--- config.mk ---
export PLATFORM = sky130hd
export DESIGN_NAME = cnt_seq_ctrl
export DESIGN_NICKNAME = d
export VERILOG_FILES = /design/src/rtl/cnt_seq_ctrl.sv
export SDC_FILE = /design/constraint.sdc
export NUM_CORES = 1
export LEC_CHECK = 0
export ABC_AREA = 1
export CORE_MARGIN = 2
export CORE_UTILIZATION = 44
export CTS_BUF_LIST = sky130_fd_sc_hd__clkbuf_4 sky130_fd_sc_hd__clkbuf_8
export DETAILED_ROUTE_END_ITERATION = 10
export GPL_TIMING_DRIVEN = 0
export PLACE_DENSITY = 0.95
export SYNTH_ARGS = -nofsm -noshare
export SYNTH_HDL_FRONTEND = slang
export SYNTH_SLANG_ARGS = --single-unit
--- constraint.sdc ---
create_clock -name clk -period 2.38 [get_ports clk]
set_input_delay 0.595 -clock clk [delete_from_list [all_inputs] [get_ports clk]]
set_output_delay 0.595 -clock clk [all_outputs]
set_load 0.02 [all_outputs]
--- src/rtl/cnt_seq_ctrl.sv ---
// Sequencer that walks an externally held address counter, reads one memory entry
// per step and forwards it on a valid/ready stream, with abort and end-of-transfer pulse.
module cnt_seq_ctrl #(
  parameter int CNT_WIDTH   = 7,
  parameter int DATA_WIDTH  = 32,
  parameter int NUM_ENTRIES = 100
) (
  input  logic                  clk,
  input  logic                  rst_n,
  input  logic                  start_i,
  input  logic                  abort_i,
  input  logic [CNT_WIDTH-1:0]  cnt_i,
  output logic                  en_o,
  output logic                  done_o,
  output logic                  rd_en_o,
  input  logic [DATA_WIDTH-1:0] rd_data_i,
  output logic                  m_valid_o,
  output logic [DATA_WIDTH-1:0] m_data_o,
  input  logic                  m_ready_i,
  output logic                  busy_o
);

  typedef enum logic [2:0] {
    S_IDLE,
    S_READ,
    S_WAIT,
    S_SEND,
    S_DONE
  } state_e;

  localparam logic [CNT_WIDTH-1:0] LAST_CNT = CNT_WIDTH'(NUM_ENTRIES - 1);

  state_e                state_q;
  logic                  rd_en_q;
  logic                  m_valid_q;
  logic                  done_q;
  logic                  busy_q;
  logic [DATA_WIDTH-1:0] m_data_q;

  logic handshake;
  logic last_entry;

  // An abort in SEND wins over a simultaneous ready, so no transfer is counted.
  assign handshake  = m_valid_q & m_ready_i & ~abort_i;
  assign last_entry = (cnt_i == LAST_CNT);
  assign en_o       = handshake & ~last_entry;

  assign rd_en_o   = rd_en_q;
  assign m_valid_o = m_valid_q;
  assign m_data_o  = m_data_q;
  assign done_o    = done_q;
  assign busy_o    = busy_q;

  always_ff @(posedge clk or negedge rst_n) begin
    if (!rst_n) begin
      state_q   <= S_IDLE;
      rd_en_q   <= 1'b0;
      m_valid_q <= 1'b0;
      done_q    <= 1'b0;
      busy_q    <= 1'b0;
      m_data_q  <= '0;
    end else begin
      case (state_q)
        S_IDLE: begin
          if (start_i) begin
            state_q <= S_READ;
            rd_en_q <= 1'b1;
            busy_q  <= 1'b1;
          end
        end
        S_READ: begin
          rd_en_q <= 1'b0;
          if (abort_i) begin
            state_q <= S_DONE;
            done_q  <= 1'b1;
          end else begin
            state_q <= S_WAIT;
          end
        end
        S_WAIT: begin
          m_data_q <= rd_data_i;
          if (abort_i) begin
            state_q <= S_DONE;
            done_q  <= 1'b1;
          end else begin
            state_q   <= S_SEND;
            m_valid_q <= 1'b1;
          end
        end
        S_SEND: begin
          if (abort_i || (handshake && last_entry)) begin
            state_q   <= S_DONE;
            m_valid_q <= 1'b0;
            done_q    <= 1'b1;
          end else if (handshake) begin
            state_q   <= S_READ;
            m_valid_q <= 1'b0;
            rd_en_q   <= 1'b1;
          end
        end
        S_DONE: begin
          state_q <= S_IDLE;
          done_q  <= 1'b0;
          busy_q  <= 1'b0;
        end
        default: begin
          state_q   <= S_IDLE;
          rd_en_q   <= 1'b0;
          m_valid_q <= 1'b0;
          done_q    <= 1'b0;
          busy_q    <= 1'b0;
        end
      endcase
    end
  end

endmodule

==> impl_metrics.yaml <==
finish:
  n_antenna_cell: 0
  area_delta_synth_final_pct: 58.0
  final_cell_mix: "nand2_1, clkdlybuf4s50_1, dfrtp_1"
  final_common_cell: "nand2_1"
  nNetsFinal: 330
  drive_above_1_share: 0.0732
pwr:
  max-vdd-ir-drop_mv: 0.881
  p_leak_nw: 1.32
  total_power_w: 0.00340
  power.density_mw_per_mm2: 1310
grt:
  grt_pass1_wl_um: 6230
  grt_max_degree: 40
  grt_overflow_total: 0
  grt_pass1_vias: 1447
  antenna_found_initial: 0
  globalRouteTotalUtil: 0.195
floorplanning:
  die-area_mm2: 0.00422
  fp.coreArea_mm2: 0.00361
  start_util: 0.454
  row_count: 22
  die_x_um: 65.0
  ioPinCount: 81
  dieHeight_um: 65.0
sta:
  fmax_mhz: 440
  worst_slew_pin_slew_ps: 819
  grt_setup_unrepaired: "false"
  fin_crit_ps: 2280
  slew_headroom: 0.454
  setup_viol: 0
  finClkSkew_ps: 5.02
  timing_max_transition_violations_final: 0
  hold_viol: 0
  hold_ws_ps: 403
  fin_crit_sh: 0.956
clock_tree:
  cts_buffer_depth: 2
  clk_latency_ps: 280
  cts_sinks: 39
  path_clk_slew_ps: 70
  cts_tree: "done"
  cts_htree_levels: 2
  cts_buffers: 5
  cts-root-buf: "clkbuf_8"
synth:
  avgSynthCellArea_um2: 8.22
  synth_top_family_by_area: "simple AND/OR/NAND/NOR gates"
  synthXorXnorAreaFrac: 0
  yosys_warnings: 0
  syn_area_mm2: 0.00164
  synthAdderAreaFrac: 0
  synthMuxAreaShare: 0
  synth_nets: 243
  synth-seq-area-share: 0.596
  synth_cell_types: 14
  synth-simple-area-share: 0.341
  synth-compound-area-share: 0.0168
  ys_seq_elements: 39
  synthCells: 199
placement:
  hpwl_um: 2820
  portBuffers: 80
  gp_congestion: 0.775
route:
  drc: 0
  via_per_inst: 4.56
  vias: 1529
  drtPass1Iterations: 4
  wl_um: 3750
  routedWlPerCell_um: 11.2
  drt-initial-drc-count: 58
  postRouteAntennaNets: 0
setup_path:
  end_kind: "primary output"
  cp_max_fo: 2
  slowest_delay_ps: 460
  crit_path_frequent_cell: "nand2_1"
  crit_type: "in -> out"
  startpoint_type: "input port"
  cpMaxStageDelayCell: "clkdlybuf4s50_1"
  cp.arrival_ps: 1680
  worstPathRequired_ps: 1780
  worstPathCellList: "clkdlybuf4s50_1, nand2_1, nor2_1, nand2_1, nand2_1, inv_1, clkdlybuf4s15_1"
min_path:
  min_path_type: "in -> async"
job:
  drv_cap: 0
outcome:
  outcome: "finished, final reports clean"
==> critical path: cells and delay by family <==
family | cells | cell delay, ps
simple gates | 4 | 320
buf+inv | 3 | 780
==> Yosys cell counts, drive strengths merged <==
master / instances / area share
nor3: 3 / 0.023
nor2: 3 / 0.0069
nand3: 7 / 0.024
inv: 12 / 0.028
buf: 6 / 0.018
o31ai: 1 / 0.0046
o211ai: 1 / 0.0046
dfrtp: 39 / 0.60
nand2: 125 / 0.29
o21ai: 1 / 0.0031
o21a: 1 / 0.0046
==> stage by stage <==
step	instance area, um2	setup TNS, ps	setup slack (ps)	std cells	utilization
floorplan	1640	0	753	199	-
global placement	2500	-5620	-212	327	0.693
detailed placement	2490	-216	-216	327	0.691
CTS	2580	0	7.01	335	0.715
global route	2590	0	13.5	335	0.717
finish	2590	0	105	335	0.717
==> flip-flops by register name, indices dropped and copies added (netlist names) <==
signal,count
m_valid_o,1
busy_o,1
m_data_o,32
done_o,1
rd_en_o,1
state_q,3
==> metal layers <==
layer,vias up,part of all wire,global-route usage
li1,775,-,-
met5,-,0,0
met3,4,0.075,0.0625
met2,58,0.52,0.341
met4,0,0.011,0.0638
met1,692,0.39,0.224
==> what timing repair did <==
item / in CTS / in global routing
endpoints found under the setup margin: 1 / 1
hold buffers: 0 / 0
gates resized for setup: 1 / 2
pin swaps: 0 / 0
setup buffers: 0 / 0
==> power breakdown <==
part / leakage (nW) / switching (W) / internal [W]
clock: 0.0491 / 0.000211 / 0.000228
sequential: 0.482 / 0.000196 / 0.000987
combinational: 0.785 / 0.000970 / 0.000805
==> kinds of logic after synthesis <==
| family | after synthesis |
|---|---|
| buffers and inverters | 18 |
| flip-flops | 39 |
| AND/OR/NAND/NOR | 138 |
| AO/OA/AOI/OAI | 4 |
==> worst paths after layout <==
kind                              start            to  slack (ps)  depth (start not counted)
max                            cnt_i[6]          en_o         100                          7
min reg2reg                m_data_o[20]  m_data_o[20]         470                          2
min                               rst_n       rd_en_o         400                          1
max reg2reg                  state_q[0]   m_data_o[3]        1000                          5
min in group clk           m_data_o[20]  m_data_o[20]         470                          2
max in group asynchronous         rst_n  m_data_o[19]        1460                          1
==> area by class of cell <==
class	instances	area, um2
sequential	39	976
clock buffer	7	83.8
buffer	6	30.0
inverter	12	45.0
tap	48	60.1
multi-input combinational	142	591
clock inverter	1	5.00
fill	283	1020
timing repair buffer	80	796
Note: power is estimated with default switching activity, not from simulation.
